[config.mk]
export PLATFORM = sky130hd
export DESIGN_NAME = lsu_mem_ctrl_flat
export DESIGN_NICKNAME = d
export VERILOG_FILES = /design/src/rtl/lsu_mem_ctrl_if.sv /design/src/rtl/lsu_mem_ctrl.sv /design/src/flat_wrapper.sv
export SDC_FILE = /design/constraint.sdc
export NUM_CORES = 1
export LEC_CHECK = 0
export ABC_AREA = 1
export CORE_MARGIN = 5
export CORE_UTILIZATION = 25
export DETAILED_ROUTE_END_ITERATION = 6
export SLEW_MARGIN = 15
export SYNTH_ARGS = -nofsm -noshare
export SYNTH_HDL_FRONTEND = slang
export SYNTH_SLANG_ARGS = --single-unit
export TNS_END_PERCENT = 10
[constraint.sdc]
create_clock -name clk -period 2.5 [get_ports clk]
set_input_delay 0.375 -clock clk [delete_from_list [all_inputs] [get_ports clk]]
set_output_delay 0.375 -clock clk [all_outputs]
set_load 0.02 [all_outputs]
[src/rtl/lsu_mem_ctrl_if.sv]
// Request/response and data-memory port bundle for the load/store controller.
// slave is the controller's view; master is the execute stage plus memory side.
interface lsu_mem_ctrl_if #(
    parameter int unsigned ADDR_W = 32
);
    logic              req_valid;
    logic              req_ready;
    logic              req_we;
    logic [1:0]        req_size;
    logic              req_unsigned;
    logic [ADDR_W-1:0] req_addr;
    logic [31:0]       req_wdata;
    logic              resp_valid;
    logic [31:0]       resp_rdata;
    logic              resp_fault;
    logic [ADDR_W-1:0] mem_addr;
    logic              mem_we;
    logic [31:0]       mem_wdata;
    logic [31:0]       mem_rdata;

    modport slave (
        input  req_valid, req_we, req_size, req_unsigned, req_addr, req_wdata, mem_rdata,
        output req_ready, resp_valid, resp_rdata, resp_fault, mem_addr, mem_we, mem_wdata
    );

    modport master (
        output req_valid, req_we, req_size, req_unsigned, req_addr, req_wdata, mem_rdata,
        input  req_ready, resp_valid, resp_rdata, resp_fault, mem_addr, mem_we, mem_wdata
    );
endinterface

[src/rtl/lsu_mem_ctrl.sv]
// Load/store controller: byte/half/word loads with extension, sub-word stores
// as read-modify-write on a big-endian word memory, alignment/range faults.
module lsu_mem_ctrl #(
    parameter int unsigned MEM_BYTES = 512,
    parameter int unsigned ADDR_W    = 32
) (
    input  logic clk,
    input  logic rst_n,
    lsu_mem_ctrl_if.slave bus
);

    typedef enum logic [2:0] {
        IDLE,
        LOAD,
        ST_WORD,
        RMW_RD,
        RMW_WR,
        RESP
    } state_t;

    state_t state, state_next;

    logic              we_q;
    logic [1:0]        size_q;
    logic              uns_q;
    logic [1:0]        off_q;
    logic [31:0]       wdata_q;
    logic [31:0]       merge_q;
    logic [31:0]       resp_rdata_q;
    logic              resp_fault_q;
    logic [ADDR_W-1:0] mem_addr_q;

    logic              accept;
    logic              req_fault;
    logic [2:0]        nbytes;
    logic [ADDR_W:0]   req_end;
    logic [31:0]       load_ext;
    logic [31:0]       merged;
    logic              ready;
    logic              resp_valid;
    logic              mem_we;
    logic [31:0]       mem_wdata;

    // Range check is done one bit wider so addresses near the top cannot wrap.
    always_comb begin
        case (bus.req_size)
            2'b00:   nbytes = 3'd1;
            2'b01:   nbytes = 3'd2;
            default: nbytes = 3'd4;
        endcase
        req_end   = {1'b0, bus.req_addr} + (ADDR_W+1)'(nbytes);
        req_fault = (bus.req_size == 2'b11)
                 || (bus.req_size == 2'b01 && bus.req_addr[0])
                 || (bus.req_size == 2'b10 && bus.req_addr[1:0] != 2'b00)
                 || (req_end > (ADDR_W+1)'(MEM_BYTES));
    end

    always_comb begin
        load_ext = '0;
        case (size_q)
            2'b00: begin
                logic [7:0] b;
                case (off_q)
                    2'd0:    b = bus.mem_rdata[31:24];
                    2'd1:    b = bus.mem_rdata[23:16];
                    2'd2:    b = bus.mem_rdata[15:8];
                    default: b = bus.mem_rdata[7:0];
                endcase
                load_ext = {{24{b[7] & ~uns_q}}, b};
            end
            2'b01: begin
                logic [15:0] h;
                h = off_q[1] ? bus.mem_rdata[15:0] : bus.mem_rdata[31:16];
                load_ext = {{16{h[15] & ~uns_q}}, h};
            end
            default: load_ext = bus.mem_rdata;
        endcase
    end

    always_comb begin
        merged = merge_q;
        if (size_q == 2'b00) begin
            case (off_q)
                2'd0:    merged[31:24] = wdata_q[7:0];
                2'd1:    merged[23:16] = wdata_q[7:0];
                2'd2:    merged[15:8]  = wdata_q[7:0];
                default: merged[7:0]   = wdata_q[7:0];
            endcase
        end else if (off_q[1]) begin
            merged[15:0] = wdata_q[15:0];
        end else begin
            merged[31:16] = wdata_q[15:0];
        end
    end

    always_ff @(posedge clk or negedge rst_n) begin
        if (!rst_n) state <= IDLE;
        else        state <= state_next;
    end

    // mem_we and resp_valid are decoded from state so an async reset kills them at once.
    always_comb begin
        state_next = state;
        accept     = 1'b0;
        ready      = 1'b0;
        resp_valid = 1'b0;
        mem_we     = 1'b0;
        mem_wdata  = '0;
        case (state)
            IDLE: begin
                ready = 1'b1;
                if (bus.req_valid) begin
                    accept = 1'b1;
                    if (req_fault)                  state_next = RESP;
                    else if (!bus.req_we)           state_next = LOAD;
                    else if (bus.req_size == 2'b10) state_next = ST_WORD;
                    else                            state_next = RMW_RD;
                end
            end
            LOAD:    state_next = RESP;
            ST_WORD: begin
                mem_we     = 1'b1;
                mem_wdata  = wdata_q;
                state_next = RESP;
            end
            RMW_RD:  state_next = RMW_WR;
            RMW_WR: begin
                mem_we     = 1'b1;
                mem_wdata  = merged;
                state_next = RESP;
            end
            RESP: begin
                resp_valid = 1'b1;
                state_next = IDLE;
            end
            default: state_next = IDLE;
        endcase
    end

    always_ff @(posedge clk or negedge rst_n) begin
        if (!rst_n) begin
            we_q         <= 1'b0;
            size_q       <= '0;
            uns_q        <= 1'b0;
            off_q        <= '0;
            wdata_q      <= '0;
            merge_q      <= '0;
            resp_rdata_q <= '0;
            resp_fault_q <= 1'b0;
            mem_addr_q   <= '0;
        end else begin
            if (accept) begin
                we_q         <= bus.req_we;
                size_q       <= bus.req_size;
                uns_q        <= bus.req_unsigned;
                off_q        <= bus.req_addr[1:0];
                wdata_q      <= bus.req_wdata;
                resp_rdata_q <= '0;
                resp_fault_q <= req_fault;
                if (!req_fault) mem_addr_q <= {bus.req_addr[ADDR_W-1:2], 2'b00};
            end
            if (state == LOAD)   resp_rdata_q <= load_ext;
            if (state == RMW_RD) merge_q      <= bus.mem_rdata;
            if (state == RESP) begin
                resp_rdata_q <= '0;
                resp_fault_q <= 1'b0;
            end
        end
    end

    assign bus.req_ready  = ready;
    assign bus.resp_valid = resp_valid;
    assign bus.resp_rdata = resp_rdata_q;
    assign bus.resp_fault = resp_fault_q;
    assign bus.mem_addr   = mem_addr_q;
    assign bus.mem_we     = mem_we;
    assign bus.mem_wdata  = mem_wdata;

endmodule
[src/flat_wrapper.sv]
// flat-port wrapper written by rule: the top's interface ports become plain ports
module lsu_mem_ctrl_flat 
#(
    parameter int unsigned MEM_BYTES = 512,
    parameter int unsigned ADDR_W    = 32
)
  (clk, rst_n, bus_req_valid, bus_req_we, bus_req_size, bus_req_unsigned, bus_req_addr, bus_req_wdata, bus_mem_rdata, bus_req_ready, bus_resp_valid, bus_resp_rdata, bus_resp_fault, bus_mem_addr, bus_mem_we, bus_mem_wdata);
  lsu_mem_ctrl_if #(.ADDR_W(ADDR_W)) bus_i ();
  input  logic clk;
  input  logic rst_n;
  input wire logic [$bits(bus_i.req_valid)-1:0] bus_req_valid;
  input wire logic [$bits(bus_i.req_we)-1:0] bus_req_we;
  input wire logic [$bits(bus_i.req_size)-1:0] bus_req_size;
  input wire logic [$bits(bus_i.req_unsigned)-1:0] bus_req_unsigned;
  input wire logic [$bits(bus_i.req_addr)-1:0] bus_req_addr;
  input wire logic [$bits(bus_i.req_wdata)-1:0] bus_req_wdata;
  input wire logic [$bits(bus_i.mem_rdata)-1:0] bus_mem_rdata;
  output wire logic [$bits(bus_i.req_ready)-1:0] bus_req_ready;
  output wire logic [$bits(bus_i.resp_valid)-1:0] bus_resp_valid;
  output wire logic [$bits(bus_i.resp_rdata)-1:0] bus_resp_rdata;
  output wire logic [$bits(bus_i.resp_fault)-1:0] bus_resp_fault;
  output wire logic [$bits(bus_i.mem_addr)-1:0] bus_mem_addr;
  output wire logic [$bits(bus_i.mem_we)-1:0] bus_mem_we;
  output wire logic [$bits(bus_i.mem_wdata)-1:0] bus_mem_wdata;
  assign bus_i.req_valid = bus_req_valid;
  assign bus_i.req_we = bus_req_we;
  assign bus_i.req_size = bus_req_size;
  assign bus_i.req_unsigned = bus_req_unsigned;
  assign bus_i.req_addr = bus_req_addr;
  assign bus_i.req_wdata = bus_req_wdata;
  assign bus_i.mem_rdata = bus_mem_rdata;
  assign bus_req_ready = bus_i.req_ready;
  assign bus_resp_valid = bus_i.resp_valid;
  assign bus_resp_rdata = bus_i.resp_rdata;
  assign bus_resp_fault = bus_i.resp_fault;
  assign bus_mem_addr = bus_i.mem_addr;
  assign bus_mem_we = bus_i.mem_we;
  assign bus_mem_wdata = bus_i.mem_wdata;
  lsu_mem_ctrl #(.MEM_BYTES(MEM_BYTES), .ADDR_W(ADDR_W)) u_core (.clk(clk), .rst_n(rst_n), .bus(bus_i));
endmodule
# --- Word level (Yosys, flattened, before mapping) ---
# Index checks and enable logic that the tools add are counted.
# Widths: inputs -> output; s select.
word_totals:
  ff_bits: 135
  input_bits: 103
  output_inout_bits: 100
  word_cells: 71
op_classes:
  addsub: 1
  order_cmp: 1
  n_eq_ne: 12
  muxes: 28
  bitwise_logic: 4
  reduce_logical: 16
op_table:
  columns: ["operator", "count"]
  rows:
  - ["$mux 32", 4]
  - ["$pmux 32 s2", 2]
  - ["$mux 16", 3]
  - ["$mux 8", 5]
  - ["$add 32x3->33", 1]
  - ["$gt 33x10->1 const B", 1]
  - ["$pmux 8 s3", 1]
  - ["$mux 3", 3]
  - ["$pmux 3 s3", 1]
  - ["$mux 1", 8]
  - ["$eq 2x1->1 const B", 3]
  - ["$eq 2x2->1 const B", 3]
  - ["$eq 3x2->1 const B", 2]
  - ["$eq 3x3->1 const B", 2]
  - ["$logic_not 2->1", 3]
  - ["$pmux 3 s2", 1]
  - ["$reduce_or 3->1", 2]
  - ["$reduce_bool 2->1", 2]
  - ["$eq 3x1->1 const B", 1]
  - ["$logic_not 3->1", 1]
  - ["$logic_or 1x1->1", 3]
  - ["$reduce_bool 3->1", 1]
  - ["$and 1x1->1", 2]
  - ["$logic_and 1x1->1", 2]
  - ["4 further kinds", 5]

# --- Longest topological paths before layout ---
depth:
  ltp_word: 8
  ltp_mapped: 20
  ltp_nobuf: 18

# --- Worst setup path before layout ---
# No wires, ideal clock.
synth_path:
  kind: "input to register"
  start: "in bus_req_size[1]"
  end: "reg u_core.state[0]"
  setup_time_ns: 0.130
  arrival_time_ns: 2.397
  required_time_ns: 2.370
  slack_ns: -0.027
  path_stages: 15
  n_path_buf: 1
  cell_sequence: "nor2_1 > ha_1 > fa_1 > or2_2 > a21oi_1 > nand3_1 > nor2_1 > nand3_1 > nand2_1 > inv_1 > nor2_1 > buf_2 > nand4_1 > nand2_1 > a21oi_1"
synth_between:
  elab_chain_cells: 8
  elab_cells_between_ends: 17
synth_lines:
  columns: ["element", "line", "source"]
  rows:
  - ["start, declared", "flat_wrapper.sv:13", "input wire logic [$bits(bus_i.req_size)-1:0] bus_req_size;"]
  - ["$eq 2x1->1 or $logic_not 2->1 (tied branches)", "lsu_mem_ctrl.sv:46, lsu_mem_ctrl.sv:53", null]
  - ["$pmux 3 s2 or $logic_and 1x1->1 (tied branches)", "lsu_mem_ctrl.sv:46, lsu_mem_ctrl.sv:53", null]
  - ["$add 32x3->33 or $logic_or 1x1->1 (tied branches)", "lsu_mem_ctrl.sv:51, lsu_mem_ctrl.sv:53", null]
  - ["$gt 33x10->1 or $logic_or 1x1->1 (tied branches)", "lsu_mem_ctrl.sv:55, lsu_mem_ctrl.sv:54", null]
  - ["$logic_or 1x1->1", "lsu_mem_ctrl.sv:55", "|| (req_end > (ADDR_W+1)'(MEM_BYTES));"]
  - ["$mux 3 *", "lsu_mem_ctrl.sv:114", "if (req_fault) state_next = RESP;"]
  - ["$mux 3 *", "lsu_mem_ctrl.sv:112", "if (bus.req_valid) begin"]
  - ["$pmux 3 s3 *", "lsu_mem_ctrl.sv:109", "case (state)"]
  - ["end signal, assigned", "lsu_mem_ctrl.sv:98", "else state <= state_next;"]
  - ["end, declared", "lsu_mem_ctrl.sv:21", "state_t state, state_next;"]
# Every way passes the cells marked *; elsewhere a longest branch is shown, timed or not. The select of a mux whose other input is x is not followed.
# A chain may end at the register's enable or synchronous reset.

# --- Worst setup path after layout ---
layout_path:
  start: "reg u_core.off_q[1]"
  end: "out bus_mem_wdata[31]"
layout_between:
  elab_chain_cells: 4
  elab_cells_between_ends: 5
layout_lines:
  columns: ["element", "line", "source"]
  rows:
  - ["start, declared", "lsu_mem_ctrl.sv:26", "logic [1:0] off_q;"]
  - ["start signal, assigned", "lsu_mem_ctrl.sv:156", "off_q <= bus.req_addr[1:0];"]
  - ["$logic_not 2->1", "lsu_mem_ctrl.sv:83", "case (off_q)"]
  - ["$mux 8", "lsu_mem_ctrl.sv:83", null]
  - ["$mux 32 *", "lsu_mem_ctrl.sv:82", "if (size_q == 2'b00) begin"]
  - ["$pmux 32 s2 *", "lsu_mem_ctrl.sv:109", null]
  - ["end, declared", "flat_wrapper.sv:24", "output wire logic [$bits(bus_i.mem_wdata)-1:0] bus_mem_wdata;"]
# Every way passes the cells marked *; elsewhere a longest branch is shown, timed or not.

==> results by group <==
Final layout
  – Finished Cell Area: 12200 sq um
  – Nets: ~1500
  – Share of cells above drive strength 1: 19.9%
  – Area growth from synthesis to layout: 53.1%
  – Fill cells: around 3300

Detailed routing
  – ANT nets after route: 0
  – Vias: 8856
  – Drt initial violations: between 600 and 700
  – Pre-antenna DRT Iters: 6
  – Via/cell ratio: 4.90
  – Post-route DRC: 0
  – WL final: 32200 um
  – Routed len/inst: 17.8 um

CTS
  – H-Tree Depth: 4
  – CTS Buffer Depth: 2
  – CTS Buf Count: 17
  – Clock-pin transition on the worst setup and hold timing paths: approximately 70 ps
  – Insertion delay to the later sink of the worst-skew pair: 420 ps
  – Clk root buf: clkbuf_16
  – CTS tree: yes
  – TritonCTS Sinks: 135

Timing
  – Final setup viols: 1
  – Fin Hold WS: 431 ps
  – Final clock skew: 9.30 ps
  – Fin worst setup slack: -2.03 ps
  – Slew HR: 67.0%
  – Period Utilization, post-route: 100%
  – Worst-margin pin slew: a little under 500 ps
  – Period minus WS final: 2500 ps
  – Max Slew Vio Count: 0
  – RSZ-0062 raised after global routing: yes
  – Fin. Hold Viols: 0
  – Fmax: 0.400 GHz

Global routing
  – Global-route wire length before repair: 49000 um
  – Vias in the first global route: 8474
  – Total track usage: 17.5%
  – Initial antenna violation count: 3
  – Largest net degree at the start of global routing: 64
  – Total grt overflow: 0

Setup path
  – Worst setup SP type: flip-flop
  – Kind of critical path: flip-flop to primary output
  – CP Data Required Time: 2120 ps
  – Worst reg2reg path startpoint: u_core.off_q[1]
  – Maximum fanout along the worst path: 21
  – Worst Path Arrival: 2130 ps
  – RR Endpoint: u_core.bus.resp_rdata[25]
  – FF-to-FF setup slack: around 320 ps
  – Critical Path Source: u_core.off_q[1]
  – R2R cell count: 12
  – CP Capture Type: primary output

Yosys
  – Post-Synthesis Cells: 1094
  – Post-synth ARST share: 100%
  – Sequential-to-total area share from yosys stat: 42.4%
  – Primary FF master, synth: dfrtp_1
  – Post-synthesis area per instance: between 7 and 8 sq um
  – Flops & latches, synth: 135
  – Number of enable flip-flop cells after synthesis: 0
  – Synthesized area: 7980 sq um
  – Synth warnings: 0
  – Largest area contributor in the netlist: dfrtp_1
  – Top cells by area, synth: dfrtp_1 (42%), nand2_1 (14%), o21ai_0 (11%), nor2_1 (5.0%), inv_1 (4.5%)
  – Most numerous cell in the Yosys netlist: nand2_1
  – Synth top area share: a little over two fifths
  – Distinct cell type count after synthesis: 37
  – Commonest cells post-synth: nand2_1 (293), o21ai_0 (171), dfrtp_1 (135), nor2_1 (106), inv_1 (95)

Flow run
  – Max Cap Violations: 0

Power and ir drop
  – Power per cell area: 990 nW/um^2
  – Leak Pwr: between 5 and 6 nW
  – VDD IR max: 542 uV

Floorplanning
  – Row cnt: 65
  – Ports: 203
  – Die Area: 35600 sq um
  – Core ar.: 31600 sq um
  – Die Height: 189 um
  – Starting density of the core: 25.3%
  – Die Width: 189 um

Status
  – Violated checks: setup timing
  – Status: finished with violations

Placed design
  – Worst slack at placement: -827 ps
  – Final HPWL DP: roughly 24000 um
  – Placed Area: about 11000 sq um
  – GPL Wtd Cong: slightly below 1
  – I/O Buffers: 200

Worst hold path
  – Hold crit path type: input port to async pin
## what timing repair did
| item | 4_1_cts | 5_1_grt |
|---|---|---|
| pin swaps | 8 | 15 |
| setup endpoints to repair | 68 | 64 |
| cloned | 2 | 2 |
| hold buffers | 1 | 0 |
| resized for setup | 102 | 98 |
| hold endpoints to repair | 37 | 0 |
| buffers inserted | 6 | 5 |
## area by class of cell
type / count / area [sq um] / share of cell area (%)
Tap cell: 402 / 503 / 4.12
Antenna cell: 2 / 5.00 / 0.0410
Multi-Input combinational cell: 797 / 4110 / 33.7
Inverter: 103 / 387 / 3.17
Timing Repair Buffer: 338 / 3150 / 25.8
Clock buffer: 17 / 425 / 3.49
Sequential cell: 135 / 3380 / 27.7
Clock inverter: 14 / 245 / 2.01
## through the flow
step                      instances  util (%)  power (mW)  TNS, ps
after CTS                      1799      38.2        12.1    -1800
after global placement         1759      35.7        9.09   -25090
after floorplan                1095         -        6.28        0
after global routing           1808      38.7        12.8    -2050
final                          1808      38.7        12.1    -2.03
after detailed placement       1759      35.7        9.16   -27210
## state kept, by name, summed over array words and instances (netlist names)
name                   flops
u_core.size_q              2
u_core.off_q               2
u_core.uns_q               1
u_core.bus.resp_fault      1
u_core.bus.mem_addr       30
u_core.merge_q            32
u_core.state               3
u_core.wdata_q            32
u_core.bus.resp_rdata     32
## cell usage in the layout, fill, tap and decap left out, types with 15 or more instances in the layout
master and n:
o22ai_1 21, nand3_1 42, dfrtp_1 133, mux2_2 16
o21ai_0 161, nand2_1 276, a21oi_1 27, buf_4 123
inv_1 92, clkbuf_16 19, nor2_1 92, clkdlybuf4s50_1 153
nand2_2 18, a22o_1 23, nor2_2 15
## worst max-delay path, cell delays in order, from the launching register on
cell	delay (ps)
dfrtp_2	450
buf_12	170
nor2_4	130
buf_6	140
buf_4	110
a21oi_1	40
o21ai_0	70
o21ai_1	140
a22o_1	210
clkdlybuf4s15_2	250
## report_power, final
| group | total [mW] | switching, mW | internal (mW) | leakage [nW] |
|---|---|---|---|---|
| logic | 6.09 | 3.68 | 2.42 | 3.85 |
| clock network | 2.88 | 1.00 | 1.88 | 0.325 |
| registers | 3.10 | 0.431 | 2.67 | 1.68 |
| total | 12.1 | 5.11 | 6.97 | 5.86 |
## kinds of logic after synthesis
group / after synthesis / share of synthesized area (%)
AO/OA/AOI/OAI: 275 / 20.1
XOR/XNOR: 4 / 0.439
adder cells (fa/ha/maj): 4 / 0.722
buffers and inverters: 163 / 8.13
flip-flops: 135 / 42.4
multiplexers: 16 / 2.26
other: 1 / 0.0470
AND/OR/NAND/NOR: 496 / 25.9
## worst max-delay path by stage
stage,to,cells after the start,slack [ps]
floorplan,u_core.state[0],15,2
global placement,u_core.bus.resp_fault,18,-760
detailed placement,u_core.bus.mem_addr[8],18,-830
CTS,u_core.bus.mem_addr[9],19,-120
global route,bus_mem_wdata[0],10,-130
finish,bus_mem_wdata[31],9,-2
## layer usage
layer | global-route usage (%) | part of all wire, % | vias to the layer above
li1 | - | - | 4237
met1 | 22.0 | 42 | 4241
met2 | 30.3 | 50 | 338
met3 | 4.26 | 7.1 | 38
met4 | 4.15 | 1.5 | 2
met5 | 0 | 0.034 | -
(Power assumes the default switching activity.)
==> RTL edit: new RTL, config.mk and constraints unchanged <==
Encoding of `state_t`: now one-hot (6 bits for 6 states).
--- a/src/rtl/lsu_mem_ctrl.sv
+++ b/src/rtl/lsu_mem_ctrl.sv
@@ -9,13 +9,13 @@
     lsu_mem_ctrl_if.slave bus
 );
 
-    typedef enum logic [2:0] {
-        IDLE,
-        LOAD,
-        ST_WORD,
-        RMW_RD,
-        RMW_WR,
-        RESP
+    typedef enum logic [5:0] {
+        IDLE    = 6'b000001,
+        LOAD    = 6'b000010,
+        ST_WORD = 6'b000100,
+        RMW_RD  = 6'b001000,
+        RMW_WR  = 6'b010000,
+        RESP    = 6'b100000
     } state_t;
 
     state_t state, state_next;
Behaviour: same outputs for any inputs over 4 cycles, from zero or initial values and one cycle with rst_n low; so few cycles prove little.
==> RTL edit against the original RTL <==
  * Fmax rose by 0.58%
  * Non-clock buffer count rose by 15
  * Power fell by 24%
  * Synthesized area rose by 3.3%
  * Sequential cell count rose by 3
  * Setup slack improved by 14 ps
  * Register-to-register slack got worse by 310 ps
  * Largest power group unchanged
  * Critical path type is now register to register
  * Worst hold slack got worse by 58 ps
  * Routed wire length rose by 0.60%
  * Final area rose by 4.4%
  * Via count fell by 0.10%
  * Combinational power fell by 35%
  * Sequential share of layout area fell by 0.58 points
==> RTL edit: results (changes against the original RTL) <==
- The run finished with clean final reports.
- The number of distinct library cell variants in the gate-level netlist after synthesis came to 46 (+24%).
- The average wire per standard cell was 17.0 µm (-4.8%).
- The final cell count without fillers is 1910 (+5.6%).
- Clock-pin slew was measured on the worst setup and hold paths at 60 ps.
- The number of instances in the synthesized netlist is 1137 (+3.9%).
- The per-cell via count in the routed design came to 4.63 (-5.4%).
- The post-cts gate resize count is 211 (+110%).
- The slew at the pin closest to its max-slew limit is 728 ps (+239 ps).
- For this design, the slowest cell found on the critical path is dfrtp_1.
- The critical path's largest stage delay is 370 ps (-80 ps).
- The instance area after placement came to 11500 µm² (+2.5%).
- The share of cells above drive strength 1 came to 23.2% (+3.3 points).
- In this run the worst setup path begins at u_core.state[3].
- The largest driver fanout on the critical path is 4 (-81%).
- The worst endpoint data arrival time is 2780 ps (+650 ps).
- The starting DRC count in detailed routing was 645 (-3.6%).
- The antenna diode instance count is 0 (-2).
- The total routed wire length on the met1 layer is 14200 µm (+6.0%).
- The static leakage is 5.96 nW (+1.8%).
- Yosys attributes the largest share of cell area to dfrtp_1 42%, o21ai_0 13%, nand2_1 10%.
- The highest layer touched by signal routing is met4.
- The number of setup buffers added after CTS is 13 (+7).
- The clock buffer count from CTS was 17 (unchanged).
- The number of hold-repair buffers added at the cts stage is 1 (unchanged).
- The global placement routability congestion is 0.890 (-9.2%).
- The final-stage net count is 1562 (+4.2%).
- The number of filler instances in the final layout is 3413 (+5.0%).
- The placed cell count is 1844 (+4.8%).
- The utilization after layout is 39.2% (+0.49 points).
- The share of synthesized area occupied by flip-flops and latches is 41.9% (-0.42 points).
- The maximum number of pins on one net before global-route repair is 66 (+3.1%).
- The met2 layer wire length in the routed design was 15700 µm (-1.9%).
- The half-perimeter wire length of the detailed placement result was 24200 µm (-1.2%).
- The number of optimization iterations in the first detailed-route pass is 5 (-1).
- The worst clock skew on the final layout was 9.08 ps (-0.222 ps).
- The commonest cells after synthesis are 222 x nand2_1, 220 x o21ai_0, 150 x inv_1.
- The design internal power came to 5.53 mW (-21%).
- The via count of the first global-routing pass came to 8413 (-0.72%).
- The total routing usage reported by global routing is 16.7% (-0.80 points).
- The startpoint identified for the worst register-to-register timing path is u_core.state[3].
- The number of antenna violations at the first check in global routing is 0 (-3).
[RTL edit: worst min-delay path: stages]
cell     delay, ps
buf_6           90
o21ai_0        170
nor2_4         110
[RTL edit: cells by family after synthesis]
family / count (synthesis) / share of synthesized area (%)
adder cells (fa/ha/maj): 4 / 0.699
flip-flops: 138 / 41.9
buffers and inverters: 211 / 10.2
AND/OR/NAND/NOR: 435 / 24.0
other: 1 / 0.0455
XOR/XNOR: 6 / 0.638
AO/OA/AOI/OAI: 342 / 22.5
[RTL edit: layout make-up]
type	instances	area share [%]
tap	442	4.34
multi-input combinational	790	33.5
timing repair buffer	353	25.9
sequential	138	27.1
clock inverter	13	1.10
clock buffer	19	3.48
inverter	155	4.59
[RTL edit: power by group through the flow]
stage / clock network [mW] / registers [mW] / logic, mW
2_1_floorplan: 0 / 2.73 / 2.13
3_3_place_gp: 0 / 2.77 / 3.64
3_5_place_dp: 0 / 2.78 / 3.67
4_1_cts: 2.59 / 2.75 / 3.74
5_1_grt: 2.69 / 2.80 / 4.35
6_report: 2.53 / 2.76 / 3.93
[RTL edit: final timing paths]
| check | end | slack [ps] | cells after the start |
|---|---|---|---|
| max reg2reg | u_core.bus.resp_rdata[0] | 10 | 17 |
| max in group asynchronous | u_core.wdata_q[24] | 1300 | 3 |
| max | u_core.bus.resp_rdata[0] | 10 | 17 |
| min | u_core.state[3] | 370 | 3 |
| min reg2reg | u_core.bus.mem_addr[5] | 490 | 2 |
| min in group asynchronous | u_core.wdata_q[19] | 450 | 2 |
[RTL edit: routing by layer]
layer,GRT usage (%),up-vias
li1,-,4346
met1,22.3,4176
met2,27.7,287
met3,3.03,38
met4,4.75,0
met5,0,-
